$ cat src/rtl/mmult_loader_if.sv
// Byte-stream handshake into the matrix loader.
// A transfer happens on a rising edge with in_valid and in_ready both high.
interface mmult_loader_if;
  logic [7:0] in_data;
  logic       in_valid;
  logic       in_ready;

  modport master (
    output in_data,
    output in_valid,
    input  in_ready
  );

  modport slave (
    input  in_data,
    input  in_valid,
    output in_ready
  );
endinterface

$ cat src/rtl/mmult_loader.sv
// Packs an 18-byte stream into the 3x3 A/B operands,
// then holds the multiplier enabled until the result is acked.
module mmult_loader (
  input  logic          clk,
  input  logic          reset_n,
  mmult_loader_if.slave in_if,
  input  logic          mult_valid,
  input  logic          result_ack,
  output logic [0:71]   A_mat,
  output logic [0:71]   B_mat,
  output logic          enable,
  output logic          busy
);

  typedef enum logic [2:0] {
    IDLE   = 3'd0,
    LOAD_A = 3'd1,
    LOAD_B = 3'd2,
    RUN    = 3'd3,
    HOLD   = 3'd4,
    DRAIN  = 3'd5
  } state_t;

  state_t     state;
  state_t     state_nxt;
  logic [3:0] cnt;
  logic [3:0] cnt_nxt;
  logic [6:0] base;
  logic       loading;
  logic       xfer;
  logic       last;

  assign loading = (state == LOAD_A) || (state == LOAD_B);
  assign xfer    = in_if.in_valid && loading;
  assign last    = (cnt == 4'd8);
  assign base    = {cnt, 3'b000};

  // Handshake outputs depend on the state register only.
  assign in_if.in_ready = loading;
  assign enable         = (state == RUN) || (state == HOLD);
  assign busy           = !loading;

  always_comb begin
    state_nxt = state;
    cnt_nxt   = cnt;
    unique case (state)
      IDLE: begin
        state_nxt = LOAD_A;
        cnt_nxt   = 4'd0;
      end
      LOAD_A: begin
        if (xfer) begin
          if (last) begin
            state_nxt = LOAD_B;
            cnt_nxt   = 4'd0;
          end else begin
            cnt_nxt = cnt + 4'd1;
          end
        end
      end
      LOAD_B: begin
        if (xfer) begin
          if (last) begin
            state_nxt = RUN;
            cnt_nxt   = 4'd0;
          end else begin
            cnt_nxt = cnt + 4'd1;
          end
        end
      end
      RUN: begin
        if (mult_valid) state_nxt = HOLD;
      end
      HOLD: begin
        if (result_ack) state_nxt = DRAIN;
      end
      DRAIN: begin
        state_nxt = LOAD_A;
        cnt_nxt   = 4'd0;
      end
      default: begin
        state_nxt = IDLE;
        cnt_nxt   = 4'd0;
      end
    endcase
  end

  always_ff @(posedge clk or negedge reset_n) begin
    if (!reset_n) begin
      state <= IDLE;
      cnt   <= 4'd0;
      A_mat <= '0;
      B_mat <= '0;
    end else begin
      state <= state_nxt;
      cnt   <= cnt_nxt;
      if (xfer && state == LOAD_A)
        A_mat[base +: 8] <= in_if.in_data;
      if (xfer && state == LOAD_B)
        B_mat[base +: 8] <= in_if.in_data;
    end
  end

endmodule

$ cat src/flat_wrapper.sv
// flat-port wrapper written by rule: the top's interface ports become plain ports
module mmult_loader_flat 
  (clk, reset_n, mult_valid, result_ack, A_mat, B_mat, enable, busy, in_if_in_data, in_if_in_valid, in_if_in_ready);
  mmult_loader_if in_if_i ();
  input  logic clk;
  input  logic reset_n;
  input  logic mult_valid;
  input  logic result_ack;
  output logic [0:71] A_mat;
  output logic [0:71] B_mat;
  output logic enable;
  output logic busy;
  input wire logic [$bits(in_if_i.in_data)-1:0] in_if_in_data;
  input wire logic [$bits(in_if_i.in_valid)-1:0] in_if_in_valid;
  output wire logic [$bits(in_if_i.in_ready)-1:0] in_if_in_ready;
  assign in_if_i.in_data = in_if_in_data;
  assign in_if_i.in_valid = in_if_in_valid;
  assign in_if_in_ready = in_if_i.in_ready;
  mmult_loader u_core (.clk(clk), .reset_n(reset_n), .in_if(in_if_i), .mult_valid(mult_valid), .result_ack(result_ack), .A_mat(A_mat), .B_mat(B_mat), .enable(enable), .busy(busy));
endmodule
$ cat config.mk
export PLATFORM = sky130hd
export DESIGN_NAME = mmult_loader_flat
export DESIGN_NICKNAME = d
export VERILOG_FILES = /design/src/rtl/mmult_loader_if.sv /design/src/rtl/mmult_loader.sv /design/src/flat_wrapper.sv
export SDC_FILE = /design/constraint.sdc
export NUM_CORES = 1
export LEC_CHECK = 0
export CAP_MARGIN = 10
export CORE_MARGIN = 5
export CORE_UTILIZATION = 33
export CTS_BUF_LIST = sky130_fd_sc_hd__clkbuf_2 sky130_fd_sc_hd__clkbuf_4 sky130_fd_sc_hd__clkbuf_8
export CTS_CLUSTER_DIAMETER = 200
export CTS_CLUSTER_SIZE = 10
export DETAILED_ROUTE_END_ITERATION = 8
export PLACE_DENSITY = 0.72
export SLEW_MARGIN = 25
export SYNTH_ARGS = -nofsm -noshare
export SYNTH_HDL_FRONTEND = slang
export SYNTH_SLANG_ARGS = --single-unit
$ cat constraint.sdc
create_clock -name clk -period 2.2 [get_ports clk]
set_clock_uncertainty 0.2 [all_clocks]
set_input_delay 0.33 -clock clk [delete_from_list [all_inputs] [get_ports clk]]
set_output_delay 0.33 -clock clk [all_outputs]
set_load 0.02 [all_outputs]
==> results of run 1 <==
==> layout make-up <==
type	instances	area share, %
inverters	4	0.1744
well taps	229	3.329
multi-input cells	293	26.85
clock buffers	18	2.878
diodes	1	0.02907
flip-flops and latches	151	43.92
clock inverters	14	1.730
repair buffers	190	21.09
==> per-layer routing <==
| layer | global-route usage (%) | up-vias |
|---|---|---|
| li1 | - | 2015 |
| met2 | 28.18 | 136 |
| met3 | 5.671 | 34 |
| met4 | 6.820 | 0 |
| met5 | 0 | - |
| met1 | 18.88 | 2240 |
==> repair_timing <==
item / 4_1_cts / 5_1_grt
endpoints found under the setup margin: 4 / 23
pin swaps: 0 / 1
hold endpoints to repair: 55 / 0
setup buffers: 0 / 0
gates resized for setup: 12 / 7
hold buffers: 1 / 0
==> logic make-up (layout without fill, tap and decap cells) <==
family                   after synthesis  after routing
buffers and inverters                 18            226
adder cells (fa/ha/maj)                6              6
AND/OR/NAND/NOR                      132            132
flip-flops                           151            151
AO/OA/AOI/OAI                         43             43
other                                  0              1
multiplexers                         112            112
==> synth_stat cells (all sizes together) <==
| master | number |
|---|---|
| and2 | 7 |
| mux2 | 112 |
| nor3 | 4 |
| a21oi | 4 |
| nand4b | 1 |
| dfrtp | 151 |
| o221ai | 1 |
| clkbuf | 9 |
| o22a | 1 |
| o211ai | 1 |
| inv | 4 |
| nand3 | 13 |
| and3 | 18 |
| or3 | 2 |
| o21ai | 35 |
| or3b | 2 |
| nor2b | 5 |
| nand2b | 4 |
| nand2 | 66 |
| buf | 5 |
| a31oi | 1 |
| nor2 | 8 |
| nor3b | 2 |
| ha | 6 |
==> final timing paths <==
kind                                  startpoint                to  slack (ns)  cells after the start
worst max-delay path             u_core.state[2]  u_core.B_mat[15]        0.04                      5
worst min-delay path                     reset_n  u_core.A_mat[63]        0.21                      2
worst max register to register   u_core.state[2]  u_core.B_mat[15]        0.04                      5
worst min register to register  u_core.B_mat[61]  u_core.B_mat[61]        0.29                      2
max in group asynchronous                reset_n  u_core.A_mat[25]        0.87                      3
min in group clk                u_core.B_mat[61]  u_core.B_mat[61]        0.29                      2
==> per-stage QoR <==
step	hold WS (ns)	util [%]	total power, mW
after global routing	0.2252	47.41	9.750
after floorplan	-0.1656	-	5.425
after detailed placement	0.1443	45.08	7.177
after CTS	0.2165	47.37	9.343
final	0.2071	47.43	9.232
after global placement	0.1345	45.08	7.071
==> power by group <==
part	leakage, nW	switching, mW	internal [mW]
clock network	0.198	1.07	1.05
logic	1.75	1.95	1.59
registers	2.06	0.309	3.27
==> flip-flops by register name, indices dropped and copies added, names as in the netlist <==
name,cells
u_core.state,3
u_core.cnt,4
u_core.A_mat,72
u_core.B_mat,72
==> summary.md, run 1 <==
| Metric | Value |
|---|---|
| Top Metal Used | met4 |
| Synth area leader | dfrtp_1 |
| Mapped cell area | 6135 sq um |
| Setup TNS Final | 0 ns |
| Hold Path Class | in2async |
| Max Root-Sink Buffers | 2 |
| Vias in the first global route | 4865 |
| Final WL | 17110 um |
| Unique masters post-synth | 31 |
| Most common cell after layout, fill and taps aside | clkdlybuf4s50_1 |
| Most frequent cells in the layout | 155 x clkdlybuf4s50_1, 150 x dfrtp_1, 107 x mux2_2 |
| Share of the synthesized area in the top cell type | 61.59% |
| Rows | 49 |
| Clock sinks | 151 |
| LEAKAGE | 4.011 nW |
| P&R area growth vs syn | 40.30% |
| Area occupied by multi-input gates | 2311 sq um |
| Register area share after synthesis | 61.59% |
| Critical-path top delay cell | or3b_4 |
| Synth Area in Compound Gates | 3.692% |
| Final HPWL DP | 12860 um |
| Tot GR Track Use | 16.47% |
| Largest stage delay, worst path | 0.44 ns |
| Core area | 18150 sq um |
| Initial Utilization | 33.80% |
| Gr ovfl total | 0 |
| DP Worst Slack | -0.2945 ns |
| YS warnings | 0 |
| Final setup fails | 0 |
| Skew-Pair Late Insertion Delay | 0.44 ns |
| Max Cap Viol | 0 |
| Wire per inst | 19.01 um |
| DR DRC count | 0 |
| Synth top area cells | dfrtp_1 62%, mux2_2 20%, nand2_1 3.7% |
| Mux share of post-synthesis cell area | 20.56% |
| DIE HEIGHT | 146.3 um |
| 1st-iter DRT viols | 190 |
| FF+latch count, synth | 151 |
| Antenna violations before repair | 0 |
| First-pass GRT wire length | 27330 um |
| Min cycle time layout | 2.156 ns |
| Buf+Inv Stages, Crit Path | 1 |
| Crit path cell chain | buf_4, or3b_4, nor3_4, nand2_2, mux2_2 |
| Adder-cell share of the synthesized area | 1.224% |
| Final non-filler cell total | 900 |
| Vias | 4425 |
| FF/Latch Area | 3780 sq um |
| Tcrit/Tclk final | 98.01% |
| Mean post-synth cell area | 13.28 sq um |
| Worst setup margin | 0.04374 ns |
| Worst Path Required | 2.34 ns |
| # fillers | 1619 |
| Worst rel slew slack | 60.50% |
| Max Freq | 463.8 MHz |
| Pwr per Cell Area | 1073 nW/um^2 |
| Routability cong. | 0.8771 |
| Cts bufs inserted | 17 |
| Worst vdd ir | 0.4639 mV |
| CTS tree | yes |
| Mapped Nets | 481 |
| Synth Area in Simple Gates | 11.73% |
| Area of the die | 21420 sq um |
| XOR/XNOR share of the synthesized area | 0% |
| Pre-antenna DRT Iters | 4 |
| Fin. Hold Viols | 0 |
| Met3 wire len | 1120 um |
| Crit end category | register |
| H-tree depth | 4 |
| Number of buffers added on ports | 159 |
| CTS Root Cell | clkbuf_8 |
| Net count, final | 676 |
| Status | complete, no violations |
| Number of cells in the design after placement | 866 |
| Largest net degree at the start of global routing | 61 |
| Met2 WL | 8758 um |
| Clock transition at path regs | 0.08 ns |
| Layout cell share with drive strength beyond 1 | 28.96% |
| ANT nets after route | 0 |
| Top cell family by delay on the critical path | simple AND/OR/NAND/NOR gates |
| Worst EP arrival | 2.29 ns |
| Setup CP Type | reg2reg |
| CP max FO | 8 |
| Chip Width | 146.3 um |
| Main combinational cell family by area after synthesis | multiplexers |
| RSZ-0062 raised after global routing | true |
| Met1 wire length | 6725 um |
| DP Area | 8180 sq um |
| Worst slew pin tran | 0.5893 ns |
| I/O pins | 160 |
| Slew Limit Fails | 0 |
| Vias per cell | 4.917 |
| Worst setup SP type | register |
| Mapped Cells | 462 |
| Post-Layout Inst Area | 8607 sq um |
No activity file was read; power rests on OpenSTA's default activity.
==> run 2, diff against run 1 <==
--- a/config.mk
+++ b/config.mk
@@ -12,6 +12,7 @@
 export CTS_CLUSTER_DIAMETER = 200
 export CTS_CLUSTER_SIZE = 10
 export DETAILED_ROUTE_END_ITERATION = 8
+export GPL_TIMING_DRIVEN = 1
 export PLACE_DENSITY = 0.72
 export SLEW_MARGIN = 25
 export SYNTH_ARGS = -nofsm -noshare
==> results of run 2 <==
No change in the layout: final DEF, timing and power equal those of run 1.
==> run 3, diff against run 2 <==
--- a/config.mk
+++ b/config.mk
@@ -12,8 +12,9 @@
 export CTS_CLUSTER_DIAMETER = 200
 export CTS_CLUSTER_SIZE = 10
 export DETAILED_ROUTE_END_ITERATION = 8
+export DONT_BUFFER_PORTS = 1
 export GPL_TIMING_DRIVEN = 1
-export PLACE_DENSITY = 0.72
+export PLACE_DENSITY = 0.6
 export SLEW_MARGIN = 25
 export SYNTH_ARGS = -nofsm -noshare
 export SYNTH_HDL_FRONTEND = slang
==> summary.md, run 3 (same netlist as run 1, synthesis figures left out) <==
| Metric | Value |
|---|---|
| Max Cap Viol | 0 (unchanged) |
| Pre-antenna DRT Iters | 4 (unchanged) |
| Worst rel slew slack | 57.20% (-3.3 points) |
| Core area | 18150 sq um (unchanged) |
| Crit end category | output port |
| Final non-filler cell total | 736 (-18%) |
| Pwr per Cell Area | 1179 nW/um^2 (+9.9%) |
| Setup CP Type | reg2out |
| First-pass GRT wire length | 26010 um (-4.8%) |
| Buf+Inv Stages, Crit Path | 1 (unchanged) |
| LEAKAGE | 3.458 nW (-14%) |
| Layout cell share with drive strength beyond 1 | 35.50% (+6.5 points) |
| Vias in the first global route | 4080 (-16%) |
| Max Root-Sink Buffers | 2 (unchanged) |
| Net count, final | 514 (-24%) |
| DR DRC count | 0 (unchanged) |
| ANT nets after route | 0 (unchanged) |
| Most frequent cells in the layout | 150 x dfrtp_1, 107 x mux2_2, 59 x nand2_1 |
| Largest net degree at the start of global routing | 152 (+150%) |
| Wire per inst | 22.48 um (+18%) |
| Worst EP arrival | 1.57 ns (-0.72 ns) |
| Worst setup margin | 0.1040 ns (+0.06026 ns) |
| RSZ-0062 raised after global routing | false |
| H-tree depth | 4 (unchanged) |
| I/O pins | 160 (unchanged) |
| Fin. Hold Viols | 151 (+151) |
| DIE HEIGHT | 146.3 um (unchanged) |
| Worst vdd ir | 0.4803 mV (+3.5%) |
| Antenna violations before repair | 2 (+2) |
| Skew-Pair Late Insertion Delay | 0.44 ns (about the same) |
| Clock transition at path regs | 0.09 ns (about the same) |
| Initial Utilization | 33.80% (unchanged) |
| Critical-path top delay cell | dfrtp_1 |
| Tcrit/Tclk final | 95.27% (-2.7 points) |
| Number of buffers added on ports | 0 (-100%) |
| Tot GR Track Use | 16.11% (-0.36 points) |
| Largest regs | u_core.A_mat: 72 flops, u_core.B_mat: 72 flops, u_core.cnt: 4 flops |
| Rows | 49 (unchanged) |
| Most common cell after layout, fill and taps aside | dfrtp_1 |
| DP Worst Slack | 0.1488 ns (+0.4433 ns) |
| P&R area growth vs syn | 14.79% |
| Failing checks | negative hold slack |
| Cts bufs inserted | 17 (unchanged) |
| Hold Path Class | in2async |
| Final HPWL DP | 11460 um (-11%) |
| Status | finished, violations left |
| Gr ovfl total | 0 (unchanged) |
| Hold_buf cts | 10 (+9) |
| Largest stage delay, worst path | 0.42 ns (-0.02 ns) |
| Final WL | 16540 um (-3.3%) |
| Max Freq | 477.1 MHz (+2.9%) |
| Number of cells in the design after placement | 694 (-20%) |
| Post-layout util | 38.80% (-8.6 points) |
| Worst slew pin tran | 0.6420 ns (+0.05264 ns) |
| Min cycle time layout | 2.096 ns (-0.06026 ns) |
| Clock sinks | 151 (unchanged) |
| Setup TNS Final | 0 ns (unchanged) |
| Crit path cell chain | buf_4, or3b_4, nand2_4 |
| WHS | -0.6316 ns (-0.8387 ns) |
| # fillers | 1712 (+5.7%) |
| CP max FO | 10 (+2) |
| CTS tree | yes |
| Ant diodes | 0 (-1) |
| Top cell family by delay on the critical path | simple AND/OR/NAND/NOR gates |
| Vias per cell | 5.151 (+4.8%) |
| Worst setup SP type | register |
| Area of the die | 21420 sq um (unchanged) |
| Vias | 3791 (-14%) |
| Final setup fails | 0 (unchanged) |
| Chip Width | 146.3 um (unchanged) |
| Slew Limit Fails | 0 (unchanged) |
| 1st-iter DRT viols | 114 (-40%) |
| Routability cong. | 0.7790 (-11%) |
| CTS Root Cell | clkbuf_8 |
| Worst Path Required | 1.67 ns (-0.67 ns) |
## run 3: changes by cell type in the layout (fill, tap and decap cells not counted), sizes merged
cell	before	now
clkdlybuf4s50	155	0
buf	34	18
dlygate4sd3	1	10
clkinvlp	3	1
bufinv	2	3
clkinv	5	6
diode	1	0
inv	8	7
## run 3: area by class of cell
class                      count  area (sq um)  area share (%)
sequential                   151          3780           53.68
multi-input combinational    293          2311           32.82
tap                          229         286.5           4.069
clock buffer                  18         241.5           3.429
timing repair buffer          28         235.2           3.340
clock inverter                13         172.7           2.452
inverter                       4         15.01          0.2132
## run 3: path summary, 6_finish.rpt
path	start	depth (start not counted)	endpoint	slack, ns
min in group clk	in_if_in_data[1]	2	u_core.B_mat[22]	0.06
worst max-delay path	u_core.state[1]	3	enable	0.10
worst min-delay path	reset_n	0	u_core.A_mat[2]	-0.63
worst min register to register	u_core.state[2]	2	u_core.state[1]	0.42
worst max register to register	u_core.cnt[3]	4	u_core.B_mat[48]	0.13
max in group asynchronous	reset_n	0	u_core.A_mat[19]	2.22
## run 3: through the flow
step / cell area [sq um] / power (mW)
finish: 7042 / 8.301
global route: 7042 / 8.817
CTS: 7032 / 8.419
detailed placement: 6490 / 6.110
global placement: 6490 / 6.028
floorplan: 6135 / 5.425
## run 3: timing repair
| item | 4_1_cts | 5_1_grt |
|---|---|---|
| gates resized for setup | 7 | 2 |
| setup endpoints to repair | 3 | 2 |
| hold endpoints to repair | 186 | 151 |
| buffers inserted | 1 | 0 |
## run 3: layer usage
layer / global-route usage [%] / vias to the layer above / share of wire [%]
met3: 7.561 / 22 / 9.6
met4: 5.362 / 0 / 1.8
met1: 18.90 / 1945 / 39
met5: 0 / - / 0
li1: - / 1679 / -
met2: 26.19 / 145 / 49
## run 3: power by group
| part | internal [mW] | leakage (nW) | switching [mW] | total (mW) |
|---|---|---|---|---|
| clock | 1.15 | 0.207 | 1.07 | 2.21 |
| sequential | 3.27 | 2.07 | 0.942 | 4.21 |
| combinational | 0.812 | 1.18 | 1.07 | 1.88 |
## run 3: worst register-to-register path: stages (launching register included)
cell and delay (ns):
dfrtp_1 0.38, or3b_4 0.46, nor2_4 0.17, nand3_2 0.32, mux2_1 0.42
